--- src/rtl/mips_pkg.sv ---
// Shared MIPS definitions: instruction field positions, the NOP encoding,
// and the packed pipeline-entry type used by the fetch/decode buffer.
package mips_pkg;

    localparam int INSTR_W   = 32;
    localparam int PC_W_MAX  = 32;

    localparam int OP_MSB    = 31;
    localparam int OP_LSB    = 26;
    localparam int RS_LSB    = 21;
    localparam int RT_LSB    = 16;
    localparam int RD_LSB    = 11;
    localparam int SHAMT_LSB = 6;

    localparam logic [INSTR_W-1:0] NOP_INSTR = 32'h0;

    // One buffered fetch result; pc4 is sized for the widest supported PC.
    typedef struct packed {
        logic                valid;
        logic [INSTR_W-1:0]  instr;
        logic [PC_W_MAX-1:0] pc4;
    } ifid_entry_t;

endpackage

--- src/rtl/if_id_skid_buf.sv ---
// Two-entry valid/ready buffer between fetch and decode. The head entry
// drives the outputs; the skid entry catches the word that arrives while
// decode is stalling, so ready can be a registered signal.
module if_id_skid_buf
    import mips_pkg::*;
#(
    parameter int PC_W = 32
) (
    input  logic               Clk,
    input  logic               Reset,
    input  logic               InValid,
    output logic               InReady,
    input  logic [INSTR_W-1:0] Instr,
    input  logic [PC_W-1:0]    PCPlus4,
    input  logic               Flush,
    output logic               OutValid,
    input  logic               OutReady,
    output logic [INSTR_W-1:0] HeadInstr,
    output logic [PC_W-1:0]    HeadPCPlus4
);

    ifid_entry_t headReg;
    ifid_entry_t skidReg;
    ifid_entry_t inEntry;
    logic        accept;
    logic        pop;

    assign InReady  = ~skidReg.valid;
    assign OutValid = headReg.valid;
    assign accept   = InValid & InReady & ~Flush;
    assign pop      = headReg.valid & OutReady;

    assign inEntry.valid = 1'b1;
    assign inEntry.instr = Instr;
    assign inEntry.pc4   = PC_W_MAX'(PCPlus4);

    assign HeadInstr   = headReg.instr;
    assign HeadPCPlus4 = headReg.pc4[PC_W-1:0];

    // Head/skid update: flush beats everything, and the skid entry always
    // drains into head before any new word, which keeps program order.
    always_ff @(posedge Clk) begin
        if (Reset) begin
            headReg <= '{valid: 1'b0, instr: NOP_INSTR, pc4: '0};
            skidReg <= '{valid: 1'b0, instr: NOP_INSTR, pc4: '0};
        end else if (Flush) begin
            headReg.valid <= 1'b0;
            headReg.instr <= NOP_INSTR;
            skidReg.valid <= 1'b0;
        end else if (!headReg.valid || (pop && !skidReg.valid)) begin
            if (accept) begin
                headReg <= inEntry;
            end else begin
                headReg.valid <= 1'b0;
            end
        end else if (pop) begin
            // Skid is full here, so InReady is low and nothing is accepted.
            headReg       <= skidReg;
            skidReg.valid <= 1'b0;
        end else if (accept) begin
            skidReg <= inEntry;
        end
    end

endmodule

--- src/rtl/if_id_stage.sv ---
// IF/ID pipeline stage: buffers fetched instructions with their PC+4 and
// slices the head instruction into decode fields.
// Optional stall counter enabled by defining IF_ID_PERF_EN.
module if_id_stage
    import mips_pkg::*;
#(
    parameter int PC_W    = 32,
    parameter int INSTR_W = 32
) (
    input  logic               Clk,
    input  logic               Reset,
    input  logic               InValid,
    output logic               InReady,
    input  logic [INSTR_W-1:0] Instr,
    input  logic [PC_W-1:0]    PCPlus4,
    input  logic               Flush,
    output logic               OutValid,
    input  logic               OutReady,
    output logic [5:0]         Opcode,
    output logic [4:0]         Rs,
    output logic [4:0]         Rt,
    output logic [4:0]         Rd,
    output logic [4:0]         Shamt,
    output logic [5:0]         Funct,
    output logic [15:0]        Imm16,
    output logic [25:0]        JTarget,
`ifdef IF_ID_PERF_EN
    input  logic               CntClr,
    output logic [15:0]        StallCount,
`endif
    output logic [PC_W-1:0]    PCPlus4Out
);

    logic [INSTR_W-1:0] headInstr;

    if_id_skid_buf #(
        .PC_W(PC_W)
    ) skidBuf (
        .Clk        (Clk),
        .Reset      (Reset),
        .InValid    (InValid),
        .InReady    (InReady),
        .Instr      (Instr),
        .PCPlus4    (PCPlus4),
        .Flush      (Flush),
        .OutValid   (OutValid),
        .OutReady   (OutReady),
        .HeadInstr  (headInstr),
        .HeadPCPlus4(PCPlus4Out)
    );

    assign Opcode  = headInstr[OP_MSB:OP_LSB];
    assign Rs      = headInstr[RS_LSB+4:RS_LSB];
    assign Rt      = headInstr[RT_LSB+4:RT_LSB];
    assign Rd      = headInstr[RD_LSB+4:RD_LSB];
    assign Shamt   = headInstr[SHAMT_LSB+4:SHAMT_LSB];
    assign Funct   = headInstr[SHAMT_LSB-1:0];
    assign Imm16   = headInstr[15:0];
    assign JTarget = headInstr[RS_LSB+4:0];

`ifdef IF_ID_PERF_EN
    logic [15:0] stallCountReg;

    assign StallCount = stallCountReg;

    // Saturating count of cycles where decode holds off a valid head entry.
    always_ff @(posedge Clk) begin
        if (Reset || CntClr) begin
            stallCountReg <= '0;
        end else if (OutValid && !OutReady && stallCountReg != 16'hFFFF) begin
            stallCountReg <= stallCountReg + 16'd1;
        end
    end
`endif

endmodule

--- config.mk ---
export PLATFORM = sky130hd
export DESIGN_NAME = if_id_stage
export DESIGN_NICKNAME = d
export VERILOG_FILES = /design/src/rtl/mips_pkg.sv /design/src/rtl/if_id_skid_buf.sv /design/src/rtl/if_id_stage.sv
export SDC_FILE = /design/constraint.sdc
export NUM_CORES = 1
export LEC_CHECK = 0
export ABC_CLOCK_PERIOD_IN_PS = 1340
export BUFFER_PORTS_ARGS = -buffer_cell sky130_fd_sc_hd__buf_2
export CAP_MARGIN = 10
export CORE_AREA = 10 10 201 108
export CTS_CLUSTER_SIZE = 14
export DETAILED_ROUTE_END_ITERATION = 12
export DIE_AREA = 0 0 211 118
export PLACE_DENSITY = 0.55
export SYNTH_ARGS = -nofsm -noshare
export SYNTH_HDL_FRONTEND = slang
export SYNTH_HIERARCHICAL = 1
export SYNTH_SLANG_ARGS = --single-unit
--- constraint.sdc ---
create_clock -name Clk -period 1.34 [get_ports Clk]
set_input_delay 0.134 -clock Clk [delete_from_list [all_inputs] [get_ports Clk]]
set_output_delay 0.134 -clock Clk [all_outputs]
set_load 0.01 [all_outputs]
### After elaboration in Yosys (flattened, before gate mapping)

Index checks and enable logic that the tools add are counted.
W data, S select, Z words.

| storage, ports and cells | value |
|---|---|
| register bits | 130 |
| input bits | 69 |

| operators by class | value |
|---|---|
| bitwise operators | 7 |
| mux-type cells | 6 |
| equality and inequality tests | 1 |
| reductions and logical operators | 11 |

Operators with widths:

| cell | count |
|---|---|
| $mux W65 | 3 |
| $mux W64 | 1 |
| $not A1 Y1 | 4 |
| $reduce_and A2 Y1 | 2 |
| $reduce_and A4 Y1 | 1 |
| $reduce_bool A2 Y1 | 2 |
| $and A1 B1 Y1 | 3 |
| $reduce_and A3 Y1 | 1 |
| $logic_not A1 Y1 | 2 |
| $mux W1 | 2 |
| $ne A2 B1 Y1 const B | 1 |
| $reduce_or A2 Y1 | 1 |
| $logic_and A1 B1 Y1 | 1 |
| $logic_or A1 B1 Y1 | 1 |

### Logic depth before layout (Yosys ltp)

Gate-level depths: netlist of the first run.

| logic depth | value |
|---|---|
| depth in word-level cells | 5 |
| gate-level depth with buffers | 7 |
| depth with buffers taken out | 4 |

### Cells and area by module

Netlist of the first run, hierarchy kept.

By module, submodules not included:

| module | seq. area each (µm²) | area each (µm²) | cells an instance | times used |
|---|---|---|---|---|
| if_id_skid_buf | 2,602.5 | 5,043.6 | 653 | 1 |
| if_id_stage | 0.0 | 315.3 | 42 | 1 |

### Worst setup path after synthesis of the first run

Ideal clock, no wire load.

| timing path | value |
|---|---|
| path type | register -> register |
| start point | register skidBuf.headReg (netlist bit skidBuf/OutValid) |
| end point | register skidBuf.headReg (netlist bit skidBuf/HeadPCPlus4[10]) |
| required time | 1.254 ns |
| arrival | 1.319 ns |
| cell stages (with the launch flop) | 6 |
| library setup time | 0.086 ns |
| slack | -0.064 ns |
| path buffers | 1 |
| cell sequence | dfxtp_1 and2_2 o221a_2 buf_4 nor2_1 a211oi_1 |

| on the way | value |
|---|---|
| cells in the longest elaborated chain, start to end | 5 |
| elaborated cells on any way between the ends | 8 |

Ends and longest elaborated chain:

| element | line | text |
|---|---|---|
| start: declaration | if_id_skid_buf.sv:22 | `ifid_entry_t headReg;` |
| start signal: assignment | if_id_skid_buf.sv:44 | `headReg <= '{valid: 1'b0, instr: NOP_INSTR, pc4: '0};` |
| start signal: assignment | if_id_skid_buf.sv:52 | `headReg <= inEntry;` |
| start signal: assignment | if_id_skid_buf.sv:58 | `headReg <= skidReg;` |
| $and A1 B1 Y1 | if_id_skid_buf.sv:31 | `assign pop = headReg.valid & OutReady;` |
| $logic_and A1 B1 Y1 | if_id_skid_buf.sv:50 | `end else if (!headReg.valid \|\| (pop && !skidReg.valid)) begin` |
| $logic_or A1 B1 Y1 | if_id_skid_buf.sv:50 |  |
| $ne A2 B1 Y1 (no line) / $reduce_bool A2 Y1 (equally long branches) | - |  |
| $reduce_and A3 Y1 (no line) | - |  |

Parallel ways exist; a longest one is shown, timed or not.
A chain may end at the register's enable or synchronous reset.

### Worst setup path after layout of the first run

| timing path | value |
|---|---|
| start point | register skidBuf.headReg (netlist bit skidBuf/OutValid) |
| end point | register skidBuf.headReg (netlist bit skidBuf/HeadPCPlus4[24]) |

The elaborated chain is that of the path after synthesis.

==> flow_summary.ini, run 1 <==
[worst_setup_path]
crit_path_end_kind = flop
critPathMaxFanout = 11
crit_arrival_ns = 1.72
crit_slowest_cell = dfxtp_4
slowest_delay_ns = 0.38
cp_top_family = compound AO/OA/AOI/OAI gates
path_cells = and2_4 -> o221a_4 -> clkbuf_16 -> nor2_1 -> a211oi_1
worstReg2RegStart = skidBuf/OutValid$_SDFFE_PP0P_
path_class = reg2reg
required_ns = 1.65
cp-start-kind = flop
critPathBufInv = 1
crit_start = skidBuf/OutValid$_SDFFE_PP0P_

[clock_tree]
clock_path_buffers = 2
cts_sinks = 130
htree_num_levels = 4
clk_pin_slew_worst_paths_ns = 0.06
cts_tree = done
cts_root_buf = clkbuf_16
insertion_delay_ns = 0.41
cts_buffers = 17

[drt]
routed_wl_um = 22300
vias = 5686
viasPerCell = 4.82
drtIter0Drc = 466
wl_per_cell_um = 18.9
drc_errors = 0
ant_nets = 0
first_pass_iters = 5

[sta]
layout_setup_ws_ns = -0.0649
tightest_slew_ns = 0.390
fin_skew_ns = 0.0104
setup_viol = 65
period_minus_slack_ns = 1.40
fmax_mhz = 712
grt_setup_unrepaired = true
finalHoldViolCount = 0
finalCritPeriodShare_pct = 105
relSlewSlack_pct = 74.0
slew_viol_final = 0

[power]
switchingPower_uw = 2470
p_int_uw = 7690
pwr_density_cell_nw_per_um2 = 1150
power_frac_seq_pct = 39.9
peakVddDrop_v = 0.000905
finalPower_uw = 10200
pwr-share-comb_pct = 12.5
pwr-share-clk_pct = 47.6
leakagePower_uw = 0.00385
p_sw_share_pct = 24.3

[hold_path]
worstHoldStart = Flush
hold_path.class = in2reg

[layout]
drive_above_1_share_pct = 40.5
fin_util_pct = 48.9
stdcell_count = 1179
multi_input_area_sq_um = 2590
final_nets = 997
register_area_sq_um = 2610
area_growth_pct = 65.4
n_fill_cell = 1752
antenna_cells = 0

[logic_synthesis]
synth_nets = 764
synth_cell_types = 26
synth_common_cells = nand2_1, a21oi_1, dfxtp_1, buf_4, nor2_1
synth_top_cell_area_share_pct = 48.6
synth.most_common_cell = nand2_1
syn-cell-area_sq_um = 5360
ys_seq_area_share_pct = 48.6
avgSynthCellArea_sq_um = 7.71
ys_warn_count = 6
ys_seq_elements = 130
synth_flop_cell = dfxtp_1
synth_top_area_cell = dfxtp_1
synth_edf_count = 0
netlist_top_cells_area = dfxtp_1, a21oi_1, nand2_1, buf_4, a211oi_1
ys_async_sr_fraction_pct = 0
synth_cells = 695

[status]
status = complete, but fails checks
violations = setup timing

[floorplan]
fp.dieH_um = 118
core_region_area_sq_um = 18100
initial_core_util_pct = 29.6
io_pins = 177
die_area_sq_um = 24900
dieWidth_um = 211
rows = 35

[placement]
numPortBuffers = 176
dp.cells = 1042
gp_congestion = 0.751
dp_slack_ns = -0.0541
dp_hpwl_um = 11200

[global_routing]
grt_max_degree = 77
grt_use_total_pct = 14.2
grt_pass1_vias = 5291
antenna_found_initial = 0
grt_pass1_wl_um = 28700
grt-ovfl-total = 0

[job]
max_cap_violations = 0
-- worst paths after layout --
check,endpoint,slack (ns),cells after the start
setup / recovery,skidBuf/HeadPCPlus4[24]$_SDFFE_PP0P_,-0.06,5
hold / removal,skidBuf/OutValid$_SDFFE_PP0P_,0.11,4
setup reg to reg,skidBuf/HeadPCPlus4[24]$_SDFFE_PP0P_,-0.06,5
hold reg to reg,skidBuf/skidReg[45]$_SDFFE_PP0P_,0.45,2
-- registers in the layout, summed over array words and instances, names as in the netlist --
signal,flops
skidBuf/HeadPCPlus4,32
skidBuf/HeadInstr,32
skidBuf/OutValid,1
skidBuf/skidReg,65
-- layout make-up --
| class | instances | area share, % |
|---|---|---|
| clock buffer | 21 | 5.42 |
| clock inverter | 9 | 1.47 |
| inverter | 3 | 0.155 |
| multi-input combinational | 467 | 29.2 |
| sequential | 130 | 29.4 |
| tap | 240 | 3.39 |
| timing repair buffer | 309 | 30.9 |
-- per-layer routing --
layer  track usage (%)  vias to the layer above  part of all wire, %
li1                  -                     2760                    -
met3              2.95                       25                  3.9
met5                 0                        -                    0
met2              24.4                      133                   48
met4              5.13                        0                  1.4
met1              16.9                     2768                   47
-- what timing repair did --
| item | 4_1_cts | 5_1_grt |
|---|---|---|
| pin swaps | 5 | 41 |
| hold buffers | 65 | 0 |
| setup buffers | 3 | 9 |
| endpoints found under the setup margin | 97 | 128 |
| cloned | 2 | 29 |
| hold endpoints to repair | 127 | 0 |
| resized for setup | 13 | 136 |
-- tightest hold or removal path: stages --
cell and delay [ns]:
buf_2 0.09, buf_4 0.11, or2_2 0.11, a21oi_1 0.04
-- power groups by stage --
stage	Sequential, uW	Combinational, uW	Clock [uW]
after global placement	4130	895	0
final	4050	1270	4840
after floorplan	4180	452	0
after detailed placement	4130	901	0
after CTS	4050	1100	4920
after global routing	4070	1370	5100
-- cell families after synthesis --
kind of cell / Yosys count / share of synthesized area, %
AND/OR/NAND/NOR: 238 / 17.3
AO/OA/AOI/OAI: 228 / 23.2
flip-flops: 130 / 48.6
buffers and inverters: 99 / 10.9
-- cells in the final DEF (no fill, tap or decap), drive strengths merged --
cell type    instances
buf                224
or2                  1
nor3                 1
and2b                1
o21ai               32
a311oi               1
o22a                 1
nand4                1
inv                  3
nor2                34
dlygate4sd3         65
a21oi              159
and4                 1
clkbuf              41
and2                 3
o221ai               1
a211oi              31
clkinv               2
nand2              196
bufinv               3
dfxtp              130
o221a                1
nand2b               1
a31oi                1
o22ai                1
clkinvlp             4
-- metrics by stage --
stage	hold WS (ns)	setup TNS [ns]	instance area, sq um
final	0.114	-0.979	8870
after global routing	0.122	-7.07	8870
after CTS	0.0925	-0.658	7750
after detailed placement	0.379	-0.778	6370
after global placement	0.374	0	6370
after floorplan	0.268	-0.256	5360
Power figures use the tool's default switching activity.
==> run 2: changes to the inputs <==
--- a/config.mk
+++ b/config.mk
@@ -5,13 +5,14 @@
 export SDC_FILE = /design/constraint.sdc
 export NUM_CORES = 1
 export LEC_CHECK = 0
+export ABC_AREA = 1
 export ABC_CLOCK_PERIOD_IN_PS = 1340
 export BUFFER_PORTS_ARGS = -buffer_cell sky130_fd_sc_hd__buf_2
 export CAP_MARGIN = 10
-export CORE_AREA = 10 10 201 108
+export CORE_AREA = 10 10 209 112
 export CTS_CLUSTER_SIZE = 14
 export DETAILED_ROUTE_END_ITERATION = 12
-export DIE_AREA = 0 0 211 118
+export DIE_AREA = 0 0 219 122
 export PLACE_DENSITY = 0.55
 export SYNTH_ARGS = -nofsm -noshare
 export SYNTH_HDL_FRONTEND = slang
==> flow_summary.ini, run 2 <==
[worst_setup_path]
required_ns = 1.64
crit_slowest_cell = dfxtp_4
slowest_delay_ns = 0.36
path_class = reg2reg
crit_path_end_kind = flop
cp-start-kind = flop
critPathMaxFanout = 7
worst_path_most_repeated_cell = nand2_4
path_cells = inv_4 -> nand2_4 -> nand2_4 -> nand2_4 -> nand2_8 -> nand2_8 -> clkbuf_16 -> nor2_1 -> nor2_1
crit_arrival_ns = 1.65
cp_top_family = simple AND/OR/NAND/NOR gates
critPathBufInv = 2

[status]
violations = setup timing
status = complete, but fails checks

[global_routing]
grt_max_degree = 68
grt_use_total_pct = 14.0
grt_pass1_vias = 5435
grt_pass1_wl_um = 30000
grt-ovfl-total = 0
antenna_found_initial = 0

[floorplan]
die_area_sq_um = 26700
io_pins = 177
rows = 37
core_region_area_sq_um = 20000
fp.dieH_um = 122
dieWidth_um = 219
initial_core_util_pct = 29.1

[logic_synthesis]
avgSynthCellArea_sq_um = 6.71
ys_seq_elements = 130
syn-cell-area_sq_um = 5830
synth_flop_cell = dfxtp_1
synth_cells = 868
synth_common_cells = nor2_1, nand2_1, dfxtp_1, o21ai_0, inv_1
ys_seq_area_share_pct = 44.7
netlist_top_cells_area = dfxtp_1, nor2_1, nand2_1, o21ai_0, buf_4
synth_edf_count = 0
synth_top_area_cell = dfxtp_1
synth_nets = 937
ys_async_sr_fraction_pct = 0
synth_cell_types = 18
synth.most_common_cell = nor2_1
synth_top_cell_area_share_pct = 44.7
ys_warn_count = 6

[clock_tree]
cts_tree = done
cts_sinks = 130
clk_pin_slew_worst_paths_ns = 0.06
insertion_delay_ns = 0.41
cts_root_buf = clkbuf_16
cts_buffers = 17
htree_num_levels = 4
clock_path_buffers = 2

[sta]
finalCritPeriodShare_pct = 101
setup_viol = 1
layout_setup_ws_ns = -0.0172
grt_setup_unrepaired = true
fmax_mhz = 737
setup_tns_ns = -0.0172
finalHoldViolCount = 0
fin_skew_ns = 0.00973
period_minus_slack_ns = 1.36
slew_viol_final = 0
tightest_slew_ns = 0.599
relSlewSlack_pct = 60.0

[layout]
final_common_cell = nor2_1
largest_register_ff_count = 65
layout_common_cells = nor2_1, buf_2, nand2_1
post-route-cell-area_sq_um = 8410
drive_above_1_share_pct = 30.2
final_nets = 1109
stdcell_count = 1323
n_fill_cell = 2092
antenna_cells = 0
regMostFlops = skidBuf/skidReg
area_growth_pct = 44.3

[drt]
viasPerCell = 4.46
wl_per_cell_um = 15.9
first_pass_iters = 5
routed_wl_um = 21000
drtIter0Drc = 405
vias = 5904
ant_nets = 0
drc_errors = 0

[placement]
dp_slack_ns = -0.0937
dp.cells = 1247
dp_hpwl_um = 12800
gp_congestion = 0.749
numPortBuffers = 176
dpl-instance-area_sq_um = 6870

[power]
power_frac_seq_pct = 40.0
switchingPower_uw = 2430
peakVddDrop_v = 0.000837
pwr-share-clk_pct = 48.3
finalPower_uw = 10000
pwr-share-comb_pct = 11.7
p_int_uw = 7620
pwr_density_cell_nw_per_um2 = 1190
leakagePower_uw = 0.00410
p_sw_share_pct = 24.2

[job]
max_cap_violations = 0

[hold_path]
hold_path.class = in2reg
## run 2: power by group through the flow
stage               logic (uW)  clock network, uW  registers, uW
detailed placement         921                  0           4110
global route              1300               5140           4030
finish                    1170               4850           4020
global placement           919                  0           4110
floorplan                  497                  0           4140
CTS                       1020               4970           4020
## run 2: cells by family (layout without fill, tap and decap cells)
kind of cell / after synthesis / after routing / synth area share, %
buf+inv: 163 / 344 / 13.8
compound gates: 146 / 146 / 12.6
flops: 130 / 130 / 44.7
simple gates: 429 / 430 / 29.0
## run 2: metal layers
layer / vias up / part of all wire, % / track usage [%]
met1: 2711 / 52 / 19.5
met2: 156 / 42 / 21.3
li1: 3024 / - / -
met5: - / 0 / 0
met4: 0 / 0.44 / 2.96
met3: 13 / 5.6 / 3.84
## run 2: final cells by class
class                           count  area (sq um)  area share, %
Multi-Input combinational cell    576          2680           31.9
Clock buffer                       24           502           5.97
Timing Repair Buffer              251          1920           22.8
Tap cell                          273           342           4.06
Inverter                           64           254           3.02
Sequential cell                   130          2610           31.0
Clock inverter                      5           100           1.19
## run 2: per-stage QoR
step           hold WS, ns  util, %
2_1_floorplan        0.301        -
3_3_place_gp         0.400     34.4
3_5_place_dp         0.410     34.4
4_1_cts           0.000166     39.4
5_1_grt             0.0149     42.0
6_report           0.00334     42.0
## run 2: repair_timing
action | 4_1_cts | 5_1_grt
setup endpoints to repair | 87 | 102
gates cloned | 1 | 13
resized for setup | 19 | 98
buffers inserted | 3 | 0
endpoints found under the hold margin | 30 | 0
pin swaps | 0 | 19
hold buffers | 30 | 0
## run 2: final timing paths
check	from	endpoint	slack, ns	depth (start not counted)
hold reg to reg	skidBuf/skidReg[55]$_SDFFE_PP0P_	skidBuf/skidReg[55]$_SDFFE_PP0P_	0.45	2
setup reg to reg	skidBuf/skidReg[64]$_SDFFE_PP0P_	skidBuf/HeadPCPlus4[24]$_SDFFE_PP0P_	-0.02	9
hold / removal	Instr[16]	skidBuf/skidReg[48]$_SDFFE_PP0P_	0.003	3
setup / recovery	skidBuf/skidReg[64]$_SDFFE_PP0P_	skidBuf/HeadPCPlus4[24]$_SDFFE_PP0P_	-0.02	9
## run 2: tightest hold or removal path: stages
cell	delay [ns]
buf_2	0.09
o21ai_1	0.06
a21oi_1	0.10
